**src/rtl/edid_i2c_serial.sv**
```systemverilog
// I2C slave front end for an EDID-style register file: decodes the device and
// register address, strobes writes and serves auto-incrementing sequential reads.
module edid_i2c_serial #(
  parameter logic [6:0] DEV_ADDR = 7'h50
) (
  input  logic       clk,
  input  logic       rst_n,
  input  logic       sclIn,
  input  logic       sdaIn,
  output logic       sdaOut,
  output logic [7:0] regAddr,
  output logic [7:0] dataToRegIf,
  output logic       writeEn,
  input  logic [7:0] dataFromRegIf
);

  typedef enum logic [3:0] {
    ST_IDLE,
    ST_DEV_ADDR,
    ST_ACK_DEV,
    ST_REG_ADDR,
    ST_ACK_REG,
    ST_WR_DATA,
    ST_ACK_WR,
    ST_RD_DATA,
    ST_RD_ACK,
    ST_WAIT_STOP
  } state_e;

  state_e     state_q, state_d;
  logic       scl_q, scl_d;
  logic       sda_q, sda_d;
  logic [3:0] cnt_q, cnt_d;
  logic [7:0] shift_q, shift_d;
  logic [7:0] tx_q, tx_d;
  logic       rw_q, rw_d;
  logic       sda_out_q, sda_out_d;
  logic [7:0] reg_addr_q, reg_addr_d;
  logic [7:0] wdata_q, wdata_d;
  logic       wen_q, wen_d;

  logic       scl_rise;
  logic       scl_fall;
  logic       start_det;
  logic       stop_det;
  logic [7:0] rx_byte;

  assign scl_rise  = sclIn & ~scl_q;
  assign scl_fall  = ~sclIn & scl_q;
  assign start_det = sclIn & scl_q & sda_q & ~sdaIn;
  assign stop_det  = sclIn & scl_q & ~sda_q & sdaIn;
  assign rx_byte   = {shift_q[6:0], sdaIn};

  // Bit-level protocol: sample on SCL rise, change SDA only on SCL fall.
  // START/STOP are checked first so they win over any coincident SCL edge.
  always_comb begin
    state_d    = state_q;
    scl_d      = sclIn;
    sda_d      = sdaIn;
    cnt_d      = cnt_q;
    shift_d    = shift_q;
    tx_d       = tx_q;
    rw_d       = rw_q;
    sda_out_d  = sda_out_q;
    reg_addr_d = reg_addr_q;
    wdata_d    = wdata_q;
    wen_d      = 1'b0;

    if (start_det) begin
      state_d   = ST_DEV_ADDR;
      cnt_d     = 4'd0;
      sda_out_d = 1'b1;
    end else if (stop_det) begin
      state_d   = ST_IDLE;
      sda_out_d = 1'b1;
    end else begin
      case (state_q)
        ST_IDLE: begin
        end

        ST_DEV_ADDR: begin
          if (scl_rise && cnt_q < 4'd8) begin
            shift_d = rx_byte;
            cnt_d   = cnt_q + 4'd1;
            if (cnt_q == 4'd7) begin
              if (rx_byte[7:1] == DEV_ADDR) begin
                rw_d = rx_byte[0];
              end else begin
                state_d   = ST_WAIT_STOP;
                sda_out_d = 1'b1;
              end
            end
          end else if (scl_fall && cnt_q == 4'd8) begin
            sda_out_d = 1'b0;
            state_d   = ST_ACK_DEV;
          end
        end

        // The falling edge that ends the ACK also starts bit 7 of a read byte.
        ST_ACK_DEV: begin
          if (scl_fall) begin
            cnt_d = 4'd0;
            if (rw_q) begin
              state_d   = ST_RD_DATA;
              sda_out_d = dataFromRegIf[7];
              tx_d      = {dataFromRegIf[6:0], 1'b0};
            end else begin
              state_d   = ST_REG_ADDR;
              sda_out_d = 1'b1;
            end
          end
        end

        ST_REG_ADDR: begin
          if (scl_rise && cnt_q < 4'd8) begin
            shift_d = rx_byte;
            cnt_d   = cnt_q + 4'd1;
            if (cnt_q == 4'd7) begin
              reg_addr_d = rx_byte;
            end
          end else if (scl_fall && cnt_q == 4'd8) begin
            sda_out_d = 1'b0;
            state_d   = ST_ACK_REG;
          end
        end

        ST_ACK_REG: begin
          if (scl_fall) begin
            sda_out_d = 1'b1;
            cnt_d     = 4'd0;
            state_d   = ST_WR_DATA;
          end
        end

        ST_WR_DATA: begin
          if (scl_rise && cnt_q < 4'd8) begin
            shift_d = rx_byte;
            cnt_d   = cnt_q + 4'd1;
            if (cnt_q == 4'd7) begin
              wdata_d = rx_byte;
              wen_d   = 1'b1;
            end
          end else if (scl_fall && cnt_q == 4'd8) begin
            sda_out_d = 1'b0;
            state_d   = ST_ACK_WR;
          end
        end

        ST_ACK_WR: begin
          if (scl_fall) begin
            sda_out_d  = 1'b1;
            reg_addr_d = reg_addr_q + 8'd1;
            cnt_d      = 4'd0;
            state_d    = ST_WR_DATA;
          end
        end

        ST_RD_DATA: begin
          if (scl_rise && cnt_q < 4'd8) begin
            cnt_d = cnt_q + 4'd1;
          end else if (scl_fall) begin
            if (cnt_q == 4'd8) begin
              sda_out_d  = 1'b1;
              reg_addr_d = reg_addr_q + 8'd1;
              cnt_d      = 4'd0;
              state_d    = ST_RD_ACK;
            end else begin
              sda_out_d = tx_q[7];
              tx_d      = {tx_q[6:0], 1'b0};
            end
          end
        end

        // cnt_q == 1 marks a master ACK seen on the rising edge.
        ST_RD_ACK: begin
          if (scl_rise) begin
            if (sdaIn) begin
              state_d   = ST_WAIT_STOP;
              sda_out_d = 1'b1;
            end else begin
              cnt_d = 4'd1;
            end
          end else if (scl_fall && cnt_q == 4'd1) begin
            cnt_d     = 4'd0;
            state_d   = ST_RD_DATA;
            sda_out_d = dataFromRegIf[7];
            tx_d      = {dataFromRegIf[6:0], 1'b0};
          end
        end

        ST_WAIT_STOP: begin
        end

        default: begin
          state_d   = ST_IDLE;
          sda_out_d = 1'b1;
        end
      endcase
    end
  end

  always_ff @(posedge clk or negedge rst_n) begin
    if (!rst_n) begin
      state_q    <= ST_IDLE;
      scl_q      <= 1'b1;
      sda_q      <= 1'b1;
      cnt_q      <= 4'd0;
      shift_q    <= 8'h00;
      tx_q       <= 8'h00;
      rw_q       <= 1'b0;
      sda_out_q  <= 1'b1;
      reg_addr_q <= 8'h00;
      wdata_q    <= 8'h00;
      wen_q      <= 1'b0;
    end else begin
      state_q    <= state_d;
      scl_q      <= scl_d;
      sda_q      <= sda_d;
      cnt_q      <= cnt_d;
      shift_q    <= shift_d;
      tx_q       <= tx_d;
      rw_q       <= rw_d;
      sda_out_q  <= sda_out_d;
      reg_addr_q <= reg_addr_d;
      wdata_q    <= wdata_d;
      wen_q      <= wen_d;
    end
  end

  assign sdaOut      = sda_out_q;
  assign regAddr     = reg_addr_q;
  assign dataToRegIf = wdata_q;
  assign writeEn     = wen_q;

endmodule
```
**config.mk**
```make
export PLATFORM = sky130hd
export DESIGN_NAME = edid_i2c_serial
export DESIGN_NICKNAME = d
export VERILOG_FILES = /design/src/rtl/edid_i2c_serial.sv
export SDC_FILE = /design/constraint.sdc
export NUM_CORES = 1
export LEC_CHECK = 0
export CORE_ASPECT_RATIO = 0.9
export CORE_MARGIN = 5
export CORE_UTILIZATION = 50
export CTS_BUF_LIST = sky130_fd_sc_hd__clkbuf_16
export DETAILED_ROUTE_END_ITERATION = 7
export PLACE_DENSITY = 0.76
export SLEW_MARGIN = 10
export SYNTH_ARGS = -nofsm -noshare
export SYNTH_HDL_FRONTEND = slang
export SYNTH_SLANG_ARGS = --single-unit
```
**constraint.sdc**
```tcl
create_clock -name clk -period 2 [get_ports clk]
set_input_delay 0.2 -clock clk [delete_from_list [all_inputs] [get_ports clk]]
set_output_delay 0.2 -clock clk [all_outputs]
set_load 0.03 [all_outputs]
```
======== After elaboration in Yosys (flattened, before gate mapping) ========
Cells that the tools add are included.
W data, S select, Z words.
operators by class
  add/subtract/negate cells ............... 2
  multiply operators ...................... 0
  div/mod/pow operators ................... 0
  magnitude comparators ................... 1
  equality and inequality tests ........... 47
  shift operators ......................... 0
  muxes and demuxes ....................... 68
  bitwise gates (word level) .............. 13
  reductions and logical operators ........ 20
operator list
  kind                   count
  $mux W4                28
  $mux W8                13
  $ne A4 B4 Y1 const B   13
  $pmux W8 S3            2
  $pmux W4 S8            1
  $ne A5 B5 Y1 const B   5
  $ne A2 B2 Y1 const B   12
  $mux W1                21
  $eq A4 B3 Y1 const B   5
  $reduce_and A10 Y1     2
  $pmux W4 S4            1
  $reduce_and A15 Y1     1
  $eq A4 B4 Y1 const B   3
  $ne A3 B1 Y1 const B   3
  $reduce_and A9 Y1      1
  $add A8 B1 Y8 const B  1
  $eq A4 B1 Y1 const B   2
  $eq A4 B2 Y1 const B   2
  $reduce_and A8 Y1      1
  $and A1 B1 Y1          7
  $eq A7 B7 Y1 const B   1
  $pmux W1 S7            1
  $not A1 Y1             6
  $reduce_and A6 Y1      1
  other kinds (12)       18
word-level totals
  flip-flop bits (word level) ............. 44
  bits in latches ......................... 0
  RAM bits ................................ 0
  ROM bits ................................ 0
  output and inout port bits .............. 18
  word-level logic and storage cells ...... 162
  memories kept ........................... 0

======== Logic depth before layout (Yosys ltp) ========
  depth in word-level cells ............... 8
  mapped depth ............................ 9
  mapped depth without buffers ............ 8

======== Worst setup path after synthesis ========
OpenSTA, ideal clock, no wires.
  path type ............................... flip-flop to flip-flop
  start point ............................. register scl_q
  end point ............................... register cnt_q[0]
  setup time .............................. 0.125 ns
  arrival time ............................ 2.047 ns
  setup slack ............................. -0.171 ns
  cell stages (with the launch flop) ...... 8
  path through ............................ dfstp_2 -> buf_2 -> and2b_1 -> buf_2 -> a21oi_1 -> o221a_2 -> a211oi_1 -> mux2_2
between the ends
  cells in the longest elaborated chain, start to end .. 7
  elaborated cells on any way between the ends .. 24
  those cells by class .................... eq/ne: 7; mux: 5; bitwise: 8; reduce/logical: 4
ends and longest elaborated chain
  item                      line  RTL
  start: declaration        31    logic scl_q, scl_d;
  start signal: assignment  217   scl_q <= scl_d;
  $not A1 Y1                48    assign scl_rise = sclIn & ~scl_q;
  $and A1 B1 Y1             48
  $logic_and A1 B1 Y1       --
  $mux W4                   159   if (scl_rise && cnt_q < 4'd8) begin
  $pmux W4 S4               77    case (state_q)
  $mux W4                   73    end else if (stop_det) begin
  $mux W4                   69    if (start_det) begin
  end signal: assignment    219   cnt_q <= cnt_d;
  end: declaration          33    logic [3:0] cnt_q, cnt_d;
Several ways; a longest one is shown, not always the timed one. The select of a mux whose other input is x is not followed.
A chain may end at the register's enable or synchronous reset.

======== Worst setup path after layout ========
  start point ............................. register cnt_q[0]
  end point ............................... register tx_q[3]
between the ends
  cells in the longest elaborated chain, start to end .. 4
  elaborated cells on any way between the ends .. 9
  those cells by class .................... order compare: 1; eq/ne: 5; reduce/logical: 3
ends and longest elaborated chain
  item                                          line      RTL
  $lt A4 B4 Y1 or $eq A4 B1 Y1 (tied branches)  159, 183
  $logic_and A1 B1 Y1 (on tied branches)        159, 183
  $ne A2 B2 Y1 (no line)                        --
  $reduce_and A10 Y1 (no line) (*)              --
  end signal: assignment                        221       tx_q <= tx_d;
  end: declaration                              35        logic [7:0] tx_q, tx_d;
Mark *: on every way between the ends. The rest lies on a longest branch, timed or not.

==> run_results.csv <==
group,metric,value,unit
outcome,status,"completed",
detailed_routing,firstDrtPassIters,5,
global_routing,grt_pass1_vias,2270,
timing,post-route-period-util,99.0,%
finish,final_area,0.00358,mm²
synthesis,synthCells,257,
placement,dpl_cell_area,0.00320,mm²
finish,diodes,0,
synthesis,ys_warn_count,0,
synthesis,yosysTopAreaCell,"dfrtp_1",
worst_hold_path,hp-start,"sclIn",
timing,finalHoldViolCount,0,
worst_setup_path,worst-r2r-cell-count,10,
synthesis,synth.yosys.seq_area_share,43.0,%
timing,tightest_slew,574,ps
floorplan,die_h,77.3,µm
global_routing,antenna_found_initial,0,
worst_setup_path,crit_type,"reg2reg",
cts,cts_buffer_depth,2,
timing,post-route-min-period,1980,ps
timing,drv_slew,0,
synthesis,synth.avg_cell_area,9.78,µm²
cts,root_buffer,"clkbuf_16",
placement,globalplace.congestion,0.913,
cts,worstSkewPairLatency,280,ps
floorplan,ios,30,
pwr,p_per_area,1030,mW/mm²
timing,timing.slew.headroom,61.6,%
timing,rsz0062_at_grt,"yes",
global_routing,grt_max_degree,44,
finish,drive_gt1_share,37.6,%
cts,clock_sinks,43,
synthesis,synth_edf_count,0,
detailed_routing,ant_nets,0,
cts,clk_pin_slew,60,ps
placement,port_buffers,29,
cts,cts_tree,"done",
worst_setup_path,endpoint_kind,"flop",
worst_setup_path,critPathRequiredTime,2170,ps
worst_setup_path,start_kind,"flop",
worst_setup_path,worst-path-max-fanout,7,
finish,fin_nets,353,
timing,finalSetupViolations,0,
worst_setup_path,rrSetupSlack,20,ps
detailed_routing,drt_iter0_drc,248,
detailed_routing,drt-total-wl,6.76,mm
floorplan,num_rows,24,
floorplan,start_util,51.7,%
detailed_routing,vias,2329,
synthesis,yosysTopAreaCellShare,39.8,%
finish,fillers,369,
synthesis,yosys-top-cells-area,"dfrtp_1, mux2_2, nand2_1, dfstp_2, o22a_1",
floorplan,core,0.00486,mm²
finish,post-route-util,73.6,%
global_routing,grt_remaining_overflow,0,
run,drv_cap,0,
global_routing,grt_use_total,20.7,%
pwr,leakagePower,1.58,nW
pwr,max-vdd-ir-drop,862,µV
detailed_routing,wl_per_cell,16.8,µm
worst_hold_path,holdPathEnd,"scl_q$_DFF_PN1_",
placement,dp_hpwl,4.69,mm
global_routing,grt_pass1_wl,11.1,mm
worst_setup_path,r2r-start,"cnt_q[0]$_DFFE_PN0P_",
worst_setup_path,cp.arrival,2150,ps
synthesis,synthTopCellsByCount,"dfrtp_1, nand2_1, mux2_2",
synthesis,synth.distinct_cells,55,
timing,fin_skew,2.65,ps
floorplan,die_x,84.7,µm
worst_hold_path,holdCritPathClass,"in2reg",
detailed_routing,vias_per_cell,5.78,
synthesis,async_reset_ff_share,100,%
synthesis,syn_area,0.00251,mm²
floorplan,dieArea,0.00655,mm²
detailed_routing,drc,0,
synthesis,ys_ff_latch,43,
cts,cts_made_buffers,5,
finish,area_growth,42.4,%
worst_setup_path,reg2reg_to,"tx_q[3]$_DFFE_PN0P_",
synthesis,yosys.cell_count.top_type,"dfrtp_1",
synthesis,syn-num-nets,273,
timing,fmax,0.505,GHz
synthesis,synthFlopType,"dfrtp_1",
worst_hold_path,min_path_cells,2,
cts,cts-htree-levels,2,
per-layer routing:
layer | up-vias | routed length (µm) | share of wire, % | GRT usage [%]
met5 | - | 0 | 0 | 0
met4 | 0 | 87 | 1.3 | 5.85
met3 | 15 | 436 | 6.4 | 4.07
met2 | 98 | 3340 | 49 | 33.1
met1 | 1115 | 2900 | 43 | 28.5
li1 | 1101 | - | - | -
per-stage QoR:
stage,TNS (ps),hold WS [ps],setup WS [ps],power (mW),cells
2_1_floorplan,0,-95.6,1.23,2.13,257
3_3_place_gp,-7100,298,-280,2.69,387
3_5_place_dp,-7650,304,-322,2.71,387
4_1_cts,-10.3,350,-10.3,3.57,397
5_1_grt,-1450,387,-76.8,3.94,403
6_report,0,372,20.6,3.70,403
worst max-delay path by stage:
| stage | startpoint | end | slack [ps] |
|---|---|---|---|
| 3_5_place_dp | sclIn | state_q[1]$_DFFE_PN0P_ | -320 |
| 6_report | cnt_q[0]$_DFFE_PN0P_ | tx_q[3]$_DFFE_PN0P_ | 20 |
| 3_3_place_gp | sclIn | state_q[3]$_DFFE_PN0P_ | -280 |
| 5_1_grt | cnt_q[0]$_DFFE_PN0P_ | shift_q[5]$_DFFE_PN0P_ | -80 |
| 2_1_floorplan | scl_q$_DFF_PN1_ | dataToRegIf[0]$_DFFE_PN0P_ | 1 |
| 4_1_cts | cnt_q[3]$_DFFE_PN0P_ | state_q[1]$_DFFE_PN0P_ | -10 |
critical path: stages (launching register included):
cell and delay (ps):
dfrtp_1 390, buf_4 140, ha_1 170, nor3b_2 140, buf_4 150, buf_4 120, nand2_1 40, nand2_1 50
a21o_1 180, nand3_4 150, mux2_4 320
cells in the final DEF (no fill, tap or decap), types with 3 or more instances in the layout:
master and instances:
dfrtp_1 38, o22ai_1 4, ha_1 4, nand3_1 9
buf_4 52, o22a_1 9, inv_1 8, nand3_2 3
a211oi_1 3, mux2i_1 3, mux2_4 9, clkdlybuf4s50_1 27
mux2_2 19, clkbuf_16 5, dfstp_2 3, o21ai_0 9
nand2b_1 3, nand2_1 33, nor2_1 14, a21oi_1 11
nand4b_1 3, a31oi_1 4, and3_1 3
power breakdown:
| part | switching [mW] | total (mW) | internal (mW) |
|---|---|---|---|
| clock network | 0.346 | 0.813 | 0.467 |
| registers | 0.281 | 1.40 | 1.12 |
| logic | 0.698 | 1.49 | 0.787 |
| total | 1.33 | 3.70 | 2.37 |
sequential cells by signal, summed over array words and instances (netlist names):
signal and flops:
dataToRegIf 8, regAddr 8, shift_q 7, tx_q 7
cnt_q 4, state_q 4, rw_q 1, scl_q 1
sdaOut 1, sda_q 1, writeEn 1
logic make-up after synthesis:
| family | after synthesis | share of synthesized area (%) |
|---|---|---|
| compound gates | 61 | 16.6 |
| xor+xnor | 2 | 0.697 |
| fa+ha+maj | 4 | 1.99 |
| buf+inv | 20 | 3.29 |
| flops | 43 | 43.0 |
| mux | 31 | 13.7 |
| simple gates | 96 | 20.7 |
repair_timing:
| item | CTS | global route |
|---|---|---|
| pin swaps | 1 | 8 |
| hold buffers | 1 | 0 |
| resized for setup | 9 | 32 |
| endpoints found under the hold margin | 4 | 0 |
| setup buffers | 1 | 7 |
| endpoints found under the setup margin | 5 | 29 |
area by class of cell:
cell class	count	area, µm²	share of cell area [%]
clock buffer	5	125	3.50
clock inverter	3	23.8	0.664
inverter	9	33.8	0.944
multi-input combinational	194	1530	42.6
sequential	43	1080	30.2
tap	65	81.3	2.27
timing repair buffer	84	707	19.8
No activity file was read; power rests on OpenSTA's default activity.
